<file path="src/rtl/juggle_pkg.sv">
`default_nettype none
// ============================================================================
// Module      : juggle_pkg
// Description : Types shared by the siteswap validator and the trajectory
//               generator: throw height, error codes and validator states.
// Revision    : 1.0 - initial release
// ============================================================================
package juggle_pkg;

  localparam int MAX_LEN_C = 7;

  typedef logic [2:0] throw_t;

  typedef enum logic [2:0] {
    ERR_NONE     = 3'd0,
    ERR_LEN      = 3'd1,
    ERR_NOT_INT  = 3'd2,
    ERR_ZERO     = 3'd3,
    ERR_COLLIDE  = 3'd4,
    ERR_TOO_MANY = 3'd5
  } err_e;

  typedef enum logic [2:0] {
    ST_IDLE   = 3'd0,
    ST_SUM    = 3'd1,
    ST_DIV    = 3'd2,
    ST_CHECK  = 3'd3,
    ST_DONE   = 3'd4,
    ST_ERROR  = 3'd5
`ifdef SITESWAP_ROTATE_EN
    , ST_ROTATE = 3'd6
`endif
  } state_e;

endpackage
`default_nettype wire

</file>
<file path="src/rtl/siteswap_validator_if.sv">
`default_nettype none
// ============================================================================
// Module      : siteswap_validator_if
// Description : Request/result bundle between pattern-entry logic (master)
//               and the siteswap validator (slave).
// Revision    : 1.0 - initial release
// ============================================================================
interface siteswap_validator_if import juggle_pkg::*; #(
  parameter int MAX_LEN = MAX_LEN_C
) ();

  throw_t [MAX_LEN-1:0] pattern_in;
  logic   [2:0]         len_in;
  logic                 start_in;
  logic                 busy_out;
  logic                 done_out;
  throw_t [MAX_LEN-1:0] pattern_out;
  logic   [2:0]         pattern_len_out;
  logic   [2:0]         num_balls_out;
  logic                 pattern_valid_out;
  err_e                 err_out;

  modport master (
    output pattern_in, len_in, start_in,
    input  busy_out, done_out, pattern_out, pattern_len_out,
    input  num_balls_out, pattern_valid_out, err_out
  );

  modport slave (
    input  pattern_in, len_in, start_in,
    output busy_out, done_out, pattern_out, pattern_len_out,
    output num_balls_out, pattern_valid_out, err_out
  );

endinterface
`default_nettype wire

</file>
<file path="src/rtl/siteswap_validator_landing_mod.sv">
`default_nettype none
// ============================================================================
// Module      : landing_mod
// Description : Combinational (idx + throw) mod len for idx < 7, throw < 8,
//               1 <= len <= 7. Operand is at most 13, so four conditional
//               subtractions of len*8, len*4, len*2, len reduce it fully.
// Revision    : 1.0 - initial release
// ============================================================================
module landing_mod import juggle_pkg::*; (
  input  wire logic [2:0] i_idx,
  input  wire throw_t     i_throw,
  input  wire logic [2:0] i_len,
  output logic [2:0]      o_land
);

  logic [6:0] w_val;
  logic [6:0] w_div;

  // Restoring-style reduction: each stage removes len<<k if it fits.
  always_comb begin
    w_val = {4'b0, i_idx} + {4'b0, i_throw};
    w_div = '0;
    for (int k = 3; k >= 0; k--) begin
      w_div = {4'b0, i_len} << k;
      if (w_val >= w_div) begin
        w_val = w_val - w_div;
      end
    end
  end

  assign o_land = w_val[2:0];

endmodule
`default_nettype wire

</file>
<file path="src/rtl/siteswap_validator.sv">
`default_nettype none
// ============================================================================
// Module      : siteswap_validator
// Description : Sequential siteswap juggleability check. Sums the throws,
//               divides by the period (repeated subtraction) to get the ball
//               count, then walks the landing beats through an occupancy
//               bitmap. One throw per cycle.
// Options     : SITESWAP_ROTATE_EN - rotate the emitted pattern so the first
//               highest throw is at index 0 (adds len cycles).
// Revision    : 1.0 - initial release
// ============================================================================
module siteswap_validator import juggle_pkg::*; #(
  parameter int MAX_LEN   = 7,
  parameter int MAX_BALLS = 7
) (
  input wire logic            clk_in,
  input wire logic            rst_in,
  siteswap_validator_if.slave bus
);

  state_e               r_state;
  state_e               w_state_nxt;
  throw_t [MAX_LEN-1:0] r_pat;
  logic   [2:0]         r_len;
  logic   [2:0]         r_idx;
  logic   [5:0]         r_rem;
  logic   [5:0]         r_quot;
  logic   [MAX_LEN-1:0] r_occ;

  logic                 r_done;
  logic                 r_valid;
  err_e                 r_err;
  throw_t [MAX_LEN-1:0] r_pat_out;
  logic   [2:0]         r_len_out;
  logic   [2:0]         r_balls;

  logic                 w_accept;
  logic                 w_len_bad;
  logic                 w_last;
  logic                 w_to_done;
  logic                 w_to_error;
  err_e                 w_err_code;
  logic   [2:0]         w_land;
  throw_t [MAX_LEN-1:0] w_done_pat;

  landing_mod u_landing (
    .i_idx   (r_idx),
    .i_throw (r_pat[r_idx]),
    .i_len   (r_len),
    .o_land  (w_land)
  );

`ifdef SITESWAP_ROTATE_EN
  throw_t     r_max;
  logic [2:0] r_max_idx;
  logic [2:0] w_rot_k;
  logic [3:0] w_src;

  // Rotation amount including the throw being scanned this cycle.
  assign w_rot_k = (r_pat[r_idx] > r_max) ? r_idx : r_max_idx;

  // Rotate so the first maximum throw lands at index 0; tail stays zero.
  always_comb begin
    w_done_pat = '0;
    w_src      = '0;
    for (int j = 0; j < MAX_LEN; j++) begin
      w_src = 4'(j) + {1'b0, w_rot_k};
      if (w_src >= {1'b0, r_len}) begin
        w_src = w_src - {1'b0, r_len};
      end
      if (j < int'(r_len)) begin
        w_done_pat[j] = r_pat[w_src[2:0]];
      end
    end
  end
`else
  assign w_done_pat = r_pat;
`endif

  // State register.
  always_ff @(posedge clk_in) begin
    if (rst_in) begin
      r_state <= ST_IDLE;
    end else begin
      r_state <= w_state_nxt;
    end
  end

  // Next-state decode and completion strobes.
  always_comb begin
    w_state_nxt = r_state;
    w_accept    = 1'b0;
    w_to_done   = 1'b0;
    w_to_error  = 1'b0;
    w_err_code  = ERR_NONE;
    w_len_bad   = (bus.len_in == 3'd0) || (int'(bus.len_in) > MAX_LEN);
    w_last      = (r_idx == (r_len - 3'd1));
    case (r_state)
      ST_IDLE, ST_DONE, ST_ERROR: begin
        if (bus.start_in) begin
          w_accept = 1'b1;
          if (w_len_bad) begin
            w_state_nxt = ST_ERROR;
            w_to_error  = 1'b1;
            w_err_code  = ERR_LEN;
          end else begin
            w_state_nxt = ST_SUM;
          end
        end
      end
      ST_SUM: begin
        if (w_last) begin
          w_state_nxt = ST_DIV;
        end
      end
      ST_DIV: begin
        if (r_rem < {3'b0, r_len}) begin
          if (r_rem != 6'd0) begin
            w_state_nxt = ST_ERROR;
            w_to_error  = 1'b1;
            w_err_code  = ERR_NOT_INT;
          end else if (r_quot == 6'd0) begin
            w_state_nxt = ST_ERROR;
            w_to_error  = 1'b1;
            w_err_code  = ERR_ZERO;
          end else if (int'(r_quot) > MAX_BALLS) begin
            w_state_nxt = ST_ERROR;
            w_to_error  = 1'b1;
            w_err_code  = ERR_TOO_MANY;
          end else begin
            w_state_nxt = ST_CHECK;
          end
        end
      end
      ST_CHECK: begin
        if (r_occ[w_land]) begin
          w_state_nxt = ST_ERROR;
          w_to_error  = 1'b1;
          w_err_code  = ERR_COLLIDE;
        end else if (w_last) begin
`ifdef SITESWAP_ROTATE_EN
          w_state_nxt = ST_ROTATE;
`else
          w_state_nxt = ST_DONE;
          w_to_done   = 1'b1;
`endif
        end
      end
`ifdef SITESWAP_ROTATE_EN
      ST_ROTATE: begin
        if (w_last) begin
          w_state_nxt = ST_DONE;
          w_to_done   = 1'b1;
        end
      end
`endif
      default: w_state_nxt = ST_IDLE;
    endcase
  end

  // Datapath: latch request, accumulate, divide, mark landings, publish.
  always_ff @(posedge clk_in) begin
    if (rst_in) begin
      r_pat     <= '0;
      r_len     <= '0;
      r_idx     <= '0;
      r_rem     <= '0;
      r_quot    <= '0;
      r_occ     <= '0;
      r_done    <= 1'b0;
      r_valid   <= 1'b0;
      r_err     <= ERR_NONE;
      r_pat_out <= '0;
      r_len_out <= '0;
      r_balls   <= '0;
`ifdef SITESWAP_ROTATE_EN
      r_max     <= '0;
      r_max_idx <= '0;
`endif
    end else begin
      r_done <= w_to_done | w_to_error;
      if (w_accept) begin
        for (int i = 0; i < MAX_LEN; i++) begin
          r_pat[i] <= (i < int'(bus.len_in)) ? bus.pattern_in[i] : '0;
        end
        r_len     <= bus.len_in;
        r_idx     <= '0;
        r_rem     <= '0;
        r_quot    <= '0;
        r_occ     <= '0;
        r_valid   <= 1'b0;
        r_err     <= ERR_NONE;
        r_pat_out <= '0;
      end
      case (r_state)
        ST_SUM: begin
          // The sum is accumulated straight into the remainder register.
          r_rem <= r_rem + {3'b0, r_pat[r_idx]};
          r_idx <= w_last ? 3'd0 : r_idx + 3'd1;
        end
        ST_DIV: begin
          if (r_rem >= {3'b0, r_len}) begin
            r_rem  <= r_rem - {3'b0, r_len};
            r_quot <= r_quot + 6'd1;
          end
        end
        ST_CHECK: begin
          r_occ[w_land] <= 1'b1;
          r_idx         <= w_last ? 3'd0 : r_idx + 3'd1;
`ifdef SITESWAP_ROTATE_EN
          r_max         <= '0;
          r_max_idx     <= '0;
`endif
        end
`ifdef SITESWAP_ROTATE_EN
        ST_ROTATE: begin
          if (r_pat[r_idx] > r_max) begin
            r_max     <= r_pat[r_idx];
            r_max_idx <= r_idx;
          end
          r_idx <= w_last ? 3'd0 : r_idx + 3'd1;
        end
`endif
        default: ;
      endcase
      if (w_to_done) begin
        r_valid   <= 1'b1;
        r_err     <= ERR_NONE;
        r_pat_out <= w_done_pat;
        r_len_out <= r_len;
        r_balls   <= r_quot[2:0];
      end
      if (w_to_error) begin
        r_valid   <= 1'b0;
        r_err     <= w_err_code;
        r_pat_out <= '0;
      end
    end
  end

  assign bus.busy_out          = (r_state == ST_SUM) || (r_state == ST_DIV) ||
`ifdef SITESWAP_ROTATE_EN
                                 (r_state == ST_ROTATE) ||
`endif
                                 (r_state == ST_CHECK);
  assign bus.done_out          = r_done;
  assign bus.pattern_out       = r_pat_out;
  assign bus.pattern_len_out   = r_len_out;
  assign bus.num_balls_out     = r_balls;
  assign bus.pattern_valid_out = r_valid;
  assign bus.err_out           = r_err;

endmodule
`default_nettype wire

</file>
<file path="src/flat_wrapper.sv">
// flat-port wrapper written by rule: the top's interface ports become plain ports
module siteswap_validator_flat import juggle_pkg::*;
#(
  parameter int MAX_LEN   = 7,
  parameter int MAX_BALLS = 7
)
  (clk_in, rst_in, bus_pattern_in, bus_len_in, bus_start_in, bus_busy_out, bus_done_out, bus_pattern_out, bus_pattern_len_out, bus_num_balls_out, bus_pattern_valid_out, bus_err_out);
  siteswap_validator_if #(.MAX_LEN(MAX_LEN)) bus_i ();
  input wire logic clk_in;
  input wire logic rst_in;
  input wire logic [$bits(bus_i.pattern_in)-1:0] bus_pattern_in;
  input wire logic [$bits(bus_i.len_in)-1:0] bus_len_in;
  input wire logic [$bits(bus_i.start_in)-1:0] bus_start_in;
  output wire logic [$bits(bus_i.busy_out)-1:0] bus_busy_out;
  output wire logic [$bits(bus_i.done_out)-1:0] bus_done_out;
  output wire logic [$bits(bus_i.pattern_out)-1:0] bus_pattern_out;
  output wire logic [$bits(bus_i.pattern_len_out)-1:0] bus_pattern_len_out;
  output wire logic [$bits(bus_i.num_balls_out)-1:0] bus_num_balls_out;
  output wire logic [$bits(bus_i.pattern_valid_out)-1:0] bus_pattern_valid_out;
  output wire logic [$bits(bus_i.err_out)-1:0] bus_err_out;
  assign bus_i.pattern_in = bus_pattern_in;
  assign bus_i.len_in = bus_len_in;
  assign bus_i.start_in = bus_start_in;
  assign bus_busy_out = bus_i.busy_out;
  assign bus_done_out = bus_i.done_out;
  assign bus_pattern_out = bus_i.pattern_out;
  assign bus_pattern_len_out = bus_i.pattern_len_out;
  assign bus_num_balls_out = bus_i.num_balls_out;
  assign bus_pattern_valid_out = bus_i.pattern_valid_out;
  assign bus_err_out = bus_i.err_out;
  siteswap_validator #(.MAX_LEN(MAX_LEN), .MAX_BALLS(MAX_BALLS)) u_core (.clk_in(clk_in), .rst_in(rst_in), .bus(bus_i));
endmodule
</file>
<file path="config.mk">
export PLATFORM = sky130hd
export DESIGN_NAME = siteswap_validator_flat
export DESIGN_NICKNAME = d
export VERILOG_FILES = /design/src/rtl/juggle_pkg.sv /design/src/rtl/siteswap_validator_if.sv /design/src/rtl/siteswap_validator_landing_mod.sv /design/src/rtl/siteswap_validator.sv /design/src/flat_wrapper.sv
export SDC_FILE = /design/constraint.sdc
export NUM_CORES = 1
export LEC_CHECK = 0
export ABC_CLOCK_PERIOD_IN_PS = 10900
export BUFFER_PORTS_ARGS = -buffer_cell sky130_fd_sc_hd__buf_2
export CAP_MARGIN = 25
export CORE_MARGIN = 8
export CORE_UTILIZATION = 50
export DETAILED_ROUTE_END_ITERATION = 10
export PLACE_DENSITY = 0.7
export SLEW_MARGIN = 0
export SYNTH_ARGS = -nofsm -noshare
export SYNTH_HDL_FRONTEND = slang
export SYNTH_SLANG_ARGS = --single-unit
</file>
<file path="constraint.sdc">
create_clock -name clk_in -period 10.9 [get_ports clk_in]
set_clock_uncertainty 0.15 [all_clocks]
set_input_delay 1.09 -clock clk_in [delete_from_list [all_inputs] [get_ports clk_in]]
set_output_delay 1.09 -clock clk_in [all_outputs]
set_load 0.005 [all_outputs]
</file>
# ---- After elaboration in Yosys (flattened, before gate mapping)
# Index checks and enable logic that the tools add are counted.
dict set report totals {
  latchBits 0
  rom_bits 0
  ramBits 0
  regBits 81
  mem_count 0
  elab_cells 144
}
dict set report op_classes {
  reduce_logical 14
  mul 0
  div 0
  add_sub_neg 10
  order_cmp 17
  n_eq_ne 10
  shift 0
  muxes 66
  n_bitwise 2
}
# op count
set op_table {}
lappend op_table {{two-way mux 3 bit} 29}
lappend op_table {{two-way mux 21 bit} 2}
lappend op_table {{two-way mux 7 bit} 6}
lappend op_table {{two-way mux 6 bit} 5}
lappend op_table {{two-way mux 1 bit} 17}
lappend op_table {{case mux 3 bit (4 select lines)} 1}
lappend op_table {{case mux 6 bit (2 select lines)} 1}
lappend op_table {{binary-select mux 3 bit (select 3 bit)} 1}
lappend op_table {{less-than comparator 3 bit (first input constant)} 3}
lappend op_table {{case mux 3 bit (3 select lines)} 1}
lappend op_table {{less-than comparator 3 x 4 -> 1 bit (second input constant)} 2}
lappend op_table {{greater-or-equal comparator 7 x 3 -> 1 bit} 1}
lappend op_table {{greater-or-equal comparator 7 x 4 -> 1 bit} 1}
lappend op_table {{greater-or-equal comparator 7 x 5 -> 1 bit} 1}
lappend op_table {{greater-or-equal comparator 7 x 6 -> 1 bit} 1}
lappend op_table {{OR 7 bit} 1}
lappend op_table {{subtractor 7 x 4 -> 7 bit} 1}
lappend op_table {{subtractor 7 x 5 -> 7 bit} 1}
lappend op_table {{subtractor 7 x 6 -> 7 bit} 1}
lappend op_table {{adder 6 x 1 -> 6 bit (second input constant)} 1}
lappend op_table {{adder 6 x 3 -> 6 bit} 1}
lappend op_table {{equality test 3 x 2 -> 1 bit (second input constant)} 2}
lappend op_table {{equality test 3 bit (second input constant)} 2}
lappend op_table {{greater-or-equal comparator 6 x 3 -> 1 bit} 1}
lappend op_table {{29 further kinds} 36}

# ---- Logic depth before layout (Yosys ltp)
# Gate-level depths: netlist of the first run.
dict set report depth {
  ltp_word 17
  mapped_depth 43
  depth_no_buf 38
}

# ---- Modules after synthesis
# From an unflattened synthesis of the first run, not the netlist that was laid out.
dict set report hier_totals {
  cells_unflattened 580
  area_unflattened_um2 4725.8
}
# mod area_per_inst_um2 seq_area_each_um2 cells_each instances
set by_module_without_submodules {}
lappend by_module_without_submodules {siteswap_validator 3898.7 1621.6 478 1}
lappend by_module_without_submodules {landing_mod 827.0 0.0 102 1}

# ---- Least setup slack after synthesis of the first run
# Ideal clock, no wire load.
dict set report synth_path {
  kind {flip-flop to flip-flop}
  from {register u_core.r_idx[0]}
  to {register u_core.r_len_out[1] (netlist: u_core.bus.pattern_len_out[1])}
  n_path_buf 4
  required_ps 10622
  setup_slack_ps 2574
  setup_time_ps 128
  t_arrival_ps 8049
  stages_incl_launch_ff 42
  synth_period_minus_slack_ps 8326
  path_cell_list {dfxtp_1 clkbuf_1 mux4_2 nor2_1 a21o_1 inv_1 ha_1 a21o_1 a21oi_1 ha_1 inv_1 ha_1 ha_1 a31o_2 a22oi_1 ha_1 and3_1 nand3_1 (+6 left out) a21oi_1 o211ai_4 or3_1 buf_2 mux2_4 inv_1 ha_1 a21o_1 a21oi_1 o21a_1 nand4b_2 mux2i_4 mux2i_1 a32oi_2 a21boi_4 buf_6 mux2i_1 nor2_1}
}
dict set report synth_via {
  elab_chain_len 15
}
# item line
set synth_lines {}
lappend synth_lines {{start, declared} siteswap_validator.sv:25} ;# logic [2:0] r_idx;
lappend synth_lines {{start signal, assigned} siteswap_validator.sv:199} ;# r_idx <= w_last ? 3'd0 : r_idx + 3'd1;
lappend synth_lines {{start signal, assigned} siteswap_validator.sv:209} ;# r_idx <= w_last ? 3'd0 : r_idx + 3'd1;
lappend synth_lines {{binary-select mux 3 bit (select 3 bit)} siteswap_validator.sv:48} ;# .i_throw (r_pat[r_idx]),
lappend synth_lines {{two-way mux 3 bit (not written as such)} siteswap_validator.sv:48}
lappend synth_lines {{adder 3 x 3 -> 4 bit} siteswap_validator_landing_mod.sv:21} ;# w_val = {4'b0, i_idx} + {4'b0, i_throw};
lappend synth_lines {{subtractor 7 x 6 -> 7 bit or greater-or-equal comparator 7 x 6 -> 1 bit (tied branches)} {siteswap_validator_landing_mod.sv:26, siteswap_validator_landing_mod.sv:25}}
lappend synth_lines {{two-way mux 7 bit} siteswap_validator_landing_mod.sv:25} ;# if (w_val >= w_div) begin
lappend synth_lines {{subtractor 7 x 5 -> 7 bit or greater-or-equal comparator 7 x 5 -> 1 bit (tied branches)} {siteswap_validator_landing_mod.sv:26, siteswap_validator_landing_mod.sv:25}}
lappend synth_lines {{two-way mux 7 bit} siteswap_validator_landing_mod.sv:25}
lappend synth_lines {{subtractor 7 x 4 -> 7 bit or greater-or-equal comparator 7 x 4 -> 1 bit (tied branches)} {siteswap_validator_landing_mod.sv:26, siteswap_validator_landing_mod.sv:25}}
lappend synth_lines {{two-way mux 7 bit} siteswap_validator_landing_mod.sv:25}
lappend synth_lines {{greater-or-equal comparator 7 x 3 -> 1 bit or subtractor 3 bit (tied branches)} {siteswap_validator_landing_mod.sv:25, siteswap_validator_landing_mod.sv:26}}
lappend synth_lines {{two-way mux 3 bit} siteswap_validator_landing_mod.sv:25}
lappend synth_lines {{binary-select mux 1 bit (select 3 bit)} siteswap_validator.sv:136} ;# if (r_occ[w_land]) begin
lappend synth_lines {{two-way mux 1 bit (not written as such)} siteswap_validator.sv:136}
lappend synth_lines {{two-way mux 1 bit (*)} siteswap_validator.sv:136}
lappend synth_lines {{two-way mux 1 bit (*)} siteswap_validator.sv:98} ;# case (r_state)
lappend synth_lines {{end signal, assigned} siteswap_validator.sv:230} ;# r_len_out <= r_len;
lappend synth_lines {{end, declared} siteswap_validator.sv:34} ;# logic [2:0] r_len_out;
# Every way passes the cells marked *; elsewhere a longest branch is shown, timed or not. The select of a mux whose other input is x is not followed.
# A chain may end at the register's enable or synchronous reset.

# ---- Final worst setup path of the first run
dict set report layout_path {
  from {register u_core.r_idx[0]}
  to {register u_core.r_valid (netlist: u_core.bus.pattern_valid_out)}
}
dict set report layout_via {
  elab_chain_len 16
}
# item line
set layout_lines {}
lappend layout_lines {{binary-select mux 3 bit (select 3 bit)} siteswap_validator.sv:48}
lappend layout_lines {{two-way mux 3 bit (not written as such)} siteswap_validator.sv:48}
lappend layout_lines {{adder 3 x 3 -> 4 bit} siteswap_validator_landing_mod.sv:21}
lappend layout_lines {{subtractor 7 x 6 -> 7 bit or greater-or-equal comparator 7 x 6 -> 1 bit (tied branches)} {siteswap_validator_landing_mod.sv:26, siteswap_validator_landing_mod.sv:25}}
lappend layout_lines {{two-way mux 7 bit} siteswap_validator_landing_mod.sv:25}
lappend layout_lines {{subtractor 7 x 5 -> 7 bit or greater-or-equal comparator 7 x 5 -> 1 bit (tied branches)} {siteswap_validator_landing_mod.sv:26, siteswap_validator_landing_mod.sv:25}}
lappend layout_lines {{two-way mux 7 bit} siteswap_validator_landing_mod.sv:25}
lappend layout_lines {{subtractor 7 x 4 -> 7 bit or greater-or-equal comparator 7 x 4 -> 1 bit (tied branches)} {siteswap_validator_landing_mod.sv:26, siteswap_validator_landing_mod.sv:25}}
lappend layout_lines {{two-way mux 7 bit} siteswap_validator_landing_mod.sv:25}
lappend layout_lines {{greater-or-equal comparator 7 x 3 -> 1 bit or subtractor 3 bit (tied branches)} {siteswap_validator_landing_mod.sv:25, siteswap_validator_landing_mod.sv:26}}
lappend layout_lines {{two-way mux 3 bit} siteswap_validator_landing_mod.sv:25}
lappend layout_lines {{binary-select mux 1 bit (select 3 bit)} siteswap_validator.sv:136}
lappend layout_lines {{two-way mux 1 bit (not written as such)} siteswap_validator.sv:136}
lappend layout_lines {{two-way mux 1 bit} siteswap_validator.sv:136}
lappend layout_lines {{case mux 1 bit (3 select lines) or two-way mux 1 bit (tied branches)} siteswap_validator.sv:98}
lappend layout_lines {{OR reduction 2 bit (no line), or another cell as far along} n/a}
lappend layout_lines {{end signal, assigned} siteswap_validator.sv:171} ;# r_valid <= 1'b0;
lappend layout_lines {{end signal, assigned} siteswap_validator.sv:191} ;# r_valid <= 1'b0;
lappend layout_lines {{end signal, assigned} siteswap_validator.sv:227} ;# r_valid <= 1'b1;
lappend layout_lines {{end, declared} siteswap_validator.sv:31} ;# logic r_valid;
# Parallel ways exist; a longest one is shown, timed or not. The select of a mux whose other input is x is not followed.

==> results of run 1 <==
[layout make-up]
cell class              count  area [um2]
fillers                   929        4170
multi-input cells         456        3030
flip-flops and latches     81        1620
repair buffers             63         338
well taps                 133         166
clock buffers              10         138
inverters                  24        90.1
clock inverters             6        88.8
[through the flow]
step	power, mW	hold slack, ns	instances
finish	0.857	0.322	773
global placement	0.604	0.304	756
floorplan	0.552	0.288	597
CTS	0.858	0.318	773
detailed placement	0.608	0.305	757
global route	0.906	0.348	773
[layout by cell type, fill, tap and decap left out, drive strengths merged, types with 4 or more instances in the layout]
master  count
a211oi      6
a21o        9
a21oi      65
a22oi      23
a31oi       6
buf        63
clkbuf     10
dfxtp      81
fa          6
ha         25
inv        25
mux2        4
mux2i      17
nand2      63
nand3      21
nand3b     22
nand4       6
nor2       80
nor2b       5
nor3       11
o21ai      13
o22ai       6
or3         7
xnor2       4
xor2        7
[worst register-to-register path, delay by kind of cell, from the launching register on]
kind	cells	cell delay, ns
fa+ha+maj	7	2.02
simple gates	9	2.56
mux	5	1.78
flops	1	0.66
buf+inv	5	0.46
compound gates	11	2.03
[kinds of logic after synthesis]
kind of cell	after synthesis
simple gates	237
compound gates	153
flops	81
buf+inv	60
fa+ha+maj	31
mux	24
xor+xnor	11
[path summary, 6_finish.rpt]
path,from,end,slack [ns],cells after the start
max,u_core.r_idx[0]$_SDFFE_PP0P_,u_core.bus.pattern_valid_out$_SDFFE_PP0P_,1.09,37
min,u_core.r_quot[5]$_SDFF_PP0_,u_core.r_quot[5]$_SDFF_PP0_,0.32,1
max reg2reg,u_core.r_idx[0]$_SDFFE_PP0P_,u_core.bus.pattern_valid_out$_SDFFE_PP0P_,1.09,37
min reg2reg,u_core.r_quot[5]$_SDFF_PP0_,u_core.r_quot[5]$_SDFF_PP0_,0.32,1
[registers in the layout (all words and copies together), names as in the netlist, 6 cells and up]
signal / flops
u_core.bus.pattern_out: 21
u_core.r_pat: 21
u_core.r_occ: 7
u_core.r_quot: 6
u_core.r_rem: 6
[power groups by stage]
stage          sequential (mW)  clock [mW]  combinational [mW]
2_1_floorplan            0.312           0               0.240
3_3_place_gp             0.317           0               0.287
5_1_grt                  0.311       0.267               0.328
3_5_place_dp             0.317           0               0.292
4_1_cts                  0.310       0.255               0.293
6_report                 0.310       0.251               0.297
[per-layer routing]
| layer | part of all wire [%] | up-vias |
|---|---|---|
| li1 | - | 2224 |
| met1 | 46 | 2143 |
| met2 | 47 | 166 |
| met3 | 6.3 | 17 |
| met4 | 1.1 | 0 |
| met5 | 0 | - |
==> flow_metrics.py, run 1 <==
metrics = {
    "outcome": {
        "status": "finished, final reports clean",
    },
    "pwr": {
        "p_int_mw": 0.555,
        "p_leak_nw": 2.21,
        "power.switching_mw": 0.303,
        "p_clk_share_pct": 29.2,
        "p_per_area_nw_per_um2": 157,
        "seq_power_share_pct": 36.1,
        "combPwrFrac_pct": 34.6,
        "ir_drop_mv": 0.116,
        "swShare_pct": 35.3,
    },
    "min_path": {
        "hp-class": "reg -> reg",
    },
    "route": {
        "wl_per_cell_um": 16.4,
        "ant_nets": 0,
        "drtPass1Iterations": 7,
        "num_vias": 4550,
        "drt_iter0_drc": 385,
        "viasPerCell": 5.89,
        "wl_um": 12700,
        "drc_errors": 0,
    },
    "yosys": {
        "syn-cell-area_um2": 4910,
        "yosys_most_used_dff": "dfxtp_1",
        "synth-simple-area-share_pct": 23.3,
        "synth.most_common_cell": "dfxtp_1",
        "synth-xor-area-share_pct": 1.96,
        "yosysSeqAreaShare_pct": 33.0,
        "synth_top_family_by_area": "simple AND/OR/NAND/NOR gates",
        "synth_commonest_cells": "81 x dfxtp_1, 80 x nor2_1, 63 x nand2_1",
        "synthesis.nets": 655,
        "synth_mux_area_share_pct": 6.09,
        "synth-compound-area-share_pct": 21.4,
        "async_reset_ff_share_pct": 0,
        "synth.ff_latch_count": 81,
        "synth_top_area_cell": "dfxtp_1",
        "syn_inst": 597,
        "synth_fa_ha_area_share_pct": 8.82,
        "synth.distinct_cells": 66,
        "syn_avg_cell_area_um2": 8.22,
        "yosysTopAreaCellShare_pct": 33.0,
        "synth_edf_count": 0,
        "yosysWarnings": 0,
        "synthTopCellsByArea": "dfxtp_1 33%, ha_1 6.4%, nor2_1 6.1%, a21oi_1 5.7%, nand2_1 4.8%",
    },
    "placement": {
        "gp_congestion": 0.913,
        "pre_cts_ws_ns": 1.19,
        "dp_hpwl_um": 9230,
        "place_area_um2": 5250,
        "portBuffers": 59,
    },
    "run": {
        "cap_violations": 0,
    },
    "cells_and_area": {
        "n_antenna_cell": 0,
        "final_util_pct": 56.8,
        "drive_gt1_share_pct": 17.7,
        "fin_nets": 693,
        "syn_to_final_growth_pct": 11.4,
        "final_cell_area_um2": 5470,
    },
    "floorplanning": {
        "core_um2": 9640,
        "pin_count": 60,
        "die_w_um": 115,
        "initial_core_util_pct": 50.9,
        "die_h_um": 115,
        "dieArea_um2": 13200,
        "rows": 36,
    },
    "global_route": {
        "grt_max_degree": 65,
        "grt_util_met3_pct": 4.83,
        "grtUsageMet2_pct": 31.6,
        "grt_pass1_wl_um": 21000,
        "grt_pass1_vias": 4358,
        "track_usage_pct": 19.5,
        "met1_usage_pct": 25.0,
        "antenna_found_initial": 0,
        "grt-ovfl-total": 0,
        "top_usage_layer": "met2",
    },
    "cts": {
        "clockBufferDepth": 2,
        "cts_tree": "built",
        "numCtsBuffers": 9,
        "cts_max_level": 3,
        "cts.sinks": 81,
        "clk_pin_slew_worst_paths_ns": 0.08,
        "clock_latency_ns": 0.36,
        "holdBufCountCts": 0,
        "postCtsSetupRepairBufs": 0,
        "cts_resized": 0,
        "root_buffer": "clkbuf_8",
    },
    "timing": {
        "min_period_over_period_pct": 90.0,
        "rsz0062_at_grt": "no",
        "fin_tns_setup_ns": 0,
        "hold_viol_final": 0,
        "setup_viol": 0,
        "fin_ws_ns": 1.09,
        "fmax_mhz": 102,
        "slew_headroom_pct": 33.1,
        "layout_min_cycle_time_ns": 9.81,
        "worstMarginPinSlew_ns": 1.00,
        "slew_violations": 0,
    },
    "worst_setup_path": {
        "cp_top_family": "simple AND/OR/NAND/NOR gates",
        "cp_slowest_cell": "nand2_1",
        "critical_path_class": "reg -> reg",
        "max_stage_delay_ns": 0.79,
        "start_kind": "flop",
        "cp-end-kind": "flop",
        "crit_fanout": 22,
        "path_common_cell": "ha_1",
        "worstPathArrival_ns": 9.87,
        "required_ns": 10.95,
        "cp_num_buf_inv": 5,
    },
}
Power figures use the tool's default switching activity.
==> inputs of run 2 (changes only) <==
--- a/config.mk
+++ b/config.mk
@@ -8,6 +8,7 @@
 export ABC_CLOCK_PERIOD_IN_PS = 10900
 export BUFFER_PORTS_ARGS = -buffer_cell sky130_fd_sc_hd__buf_2
 export CAP_MARGIN = 25
+export CORE_ASPECT_RATIO = 1.2
 export CORE_MARGIN = 8
 export CORE_UTILIZATION = 50
 export DETAILED_ROUTE_END_ITERATION = 10
==> run 2 against run 1 <==
- cell count shrank 1.3%
- sequential share of layout area shrank 0.43 points
- total power grew 9.6%
- clock-buffer cell count shrank 1
- largest power group is now the clock network
==> flow_metrics.py, run 2 (same netlist as run 1, synthesis figures left out) <==
metrics = {
    "outcome": {
        "status": "finished, final reports clean",
    },
    "run": {
        "cap_violations": 0,
    },
    "route": {
        "wl_met1_um": 5680,
        "num_vias": 4634,
        "wl_per_cell_um": 17.3,
        "drc_errors": 0,
        "top_layer_used": "met4",
        "drtPass1Iterations": 5,
        "drt_iter0_drc": 310,
        "viasPerCell": 6.07,
        "wl_um": 13200,
        "wl_met2_um": 6430,
        "wl_met3_um": 720,
        "ant_nets": 0,
    },
    "pwr": {
        "p_int_mw": 0.621,
        "power.switching_mw": 0.319,
        "ir_drop_mv": 0.117,
        "seq_power_share_pct": 33.1,
        "swShare_pct": 33.9,
        "p_leak_nw": 2.26,
        "p_clk_share_pct": 34.7,
        "combPwrFrac_pct": 32.3,
        "p_per_area_nw_per_um2": 169,
    },
    "cells_and_area": {
        "seq_area_um2": 1620,
        "fill_cells": 895,
        "fin_nets": 693,
        "layout_common_cells": "81 x dfxtp_1, 80 x nor2_1, 63 x nand2_1",
        "syn_to_final_growth_pct": 13.1,
        "final_util_pct": 58.1,
        "final_cell_area_um2": 5550,
        "final_cell_count_no_fill": 763,
        "drive_gt1_share_pct": 17.7,
        "multiInputGateArea_um2": 3030,
        "layout.cells.most_common": "dfxtp_1",
        "n_antenna_cell": 0,
    },
    "cts": {
        "cts_max_level": 3,
        "clockBufferDepth": 2,
        "postCtsSetupRepairBufs": 0,
        "root_buffer": "clkbuf_16",
        "clk_pin_slew_worst_paths_ns": 0.06,
        "numCtsBuffers": 9,
        "cts.sinks": 81,
        "cts_resized": 0,
        "cts_tree": "built",
        "clock_latency_ns": 0.34,
        "holdBufCountCts": 0,
    },
    "min_path": {
        "hold_depth": 1,
        "min_from": "u_core.r_quot[5]$_SDFF_PP0_",
        "holdPathEnd": "u_core.r_quot[5]$_SDFF_PP0_",
        "hp-class": "reg -> reg",
    },
    "worst_setup_path": {
        "max_stage_delay_ns": 0.76,
        "r2r-start": "u_core.r_idx[0]$_SDFFE_PP0P_",
        "r2r_end": "u_core.bus.pattern_valid_out$_SDFFE_PP0P_",
        "worstPathArrival_ns": 9.75,
        "cp_slowest_cell": "nand2_1",
        "path_common_cell": "ha_1",
        "start_kind": "flop",
        "cp-end-kind": "flop",
        "required_ns": 10.94,
        "crit_fanout": 22,
        "r2r_setup_slack_ns": 1.19,
        "reg2reg_depth": 37,
        "critical_path_class": "reg -> reg",
    },
    "floorplanning": {
        "dieArea_um2": 13300,
        "rows": 39,
        "core_um2": 9560,
        "initial_core_util_pct": 51.3,
        "die_w_um": 106,
        "pin_count": 60,
        "die_h_um": 125,
    },
    "timing": {
        "hold_viol_final": 0,
        "rsz0062_at_grt": "no",
        "fmax_mhz": 103,
        "fin_ws_ns": 1.19,
        "fin_tns_setup_ns": 0,
        "min_period_over_period_pct": 89.1,
        "slew_headroom_pct": 35.2,
        "slew_violations": 0,
        "layout_min_cycle_time_ns": 9.71,
        "worstMarginPinSlew_ns": 0.970,
        "setup_viol": 0,
    },
    "placement": {
        "dp_hpwl_um": 9420,
        "gp_congestion": 0.922,
        "portBuffers": 59,
        "pre_cts_ws_ns": 1.29,
        "place_area_um2": 5210,
        "placedCellCount": 746,
    },
    "global_route": {
        "grt-ovfl-total": 0,
        "antenna_found_initial": 0,
        "grt_max_degree": 65,
        "track_usage_pct": 20.0,
        "grt_pass1_vias": 4542,
        "grt_pass1_wl_um": 22100,
    },
}
-- run 2: changes by cell type in the layout (fill, tap and decap cells not counted) --
cell / change
clkinv_2: +1
clkbuf_8: -10
inv_6: -1
clkbuf_16: +9
clkinvlp_4: -1
clkinv_4: +2
-- run 2: worst max-delay path by stage --
stage,start,end,slack (ns),depth (start not counted)
detailed placement,u_core.r_idx[0]$_SDFFE_PP0P_,u_core.bus.pattern_valid_out$_SDFFE_PP0P_,1.29,37
finish,u_core.r_idx[0]$_SDFFE_PP0P_,u_core.bus.pattern_valid_out$_SDFFE_PP0P_,1.19,37
global route,u_core.r_idx[0]$_SDFFE_PP0P_,u_core.bus.pattern_out[17]$_SDFFE_PP0P_,0.37,37
floorplan,u_core.r_idx[0]$_SDFFE_PP0P_,u_core.bus.pattern_len_out[1]$_SDFFE_PP0P_,2.57,41
global placement,u_core.r_idx[0]$_SDFFE_PP0P_,u_core.bus.pattern_valid_out$_SDFFE_PP0P_,1.65,37
CTS,u_core.r_idx[0]$_SDFFE_PP0P_,u_core.bus.pattern_out[4]$_SDFFE_PP0P_,1.23,37
-- run 2: power groups by stage --
stage               Sequential [mW]  Combinational, mW  Clock (mW)
floorplan                     0.312              0.240           0
global placement              0.317              0.284           0
detailed placement            0.317              0.294           0
CTS                           0.310              0.298       0.327
global route                  0.311              0.334       0.340
finish                        0.311              0.303       0.326
-- run 2: metrics by stage --
stage	hold WS [ns]	power, mW
global placement	0.305	0.601
finish	0.322	0.939
global route	0.349	0.985
detailed placement	0.313	0.611
CTS	0.321	0.936
floorplan	0.288	0.552
-- run 2: metal layers --
layer / track usage, % / vias up
met1: 24.3 / 2223
met3: 3.78 / 28
met2: 33.4 / 161
met4: 8.80 / 0
met5: 0 / -
li1: - / 2222
-- run 2: layout make-up --
class / count / area share (%)
sequential: 81 / 29.2
multi-input combinational: 456 / 54.6
tap: 123 / 2.77
timing repair buffer: 63 / 6.08
clock buffer: 9 / 4.06
inverter: 24 / 1.62
clock inverter: 7 / 1.71
-- run 2: worst max-delay path: cells and delay by family (launching register included) --
kind / cells / cell delay [ns]
buffers and inverters: 5 / 0.44
muxes: 4 / 1.65
DFF: 1 / 0.64
AOI/OAI and AO/OA: 11 / 2.11
adders and majority gates: 7 / 1.94
and+or+nand+nor: 10 / 2.60
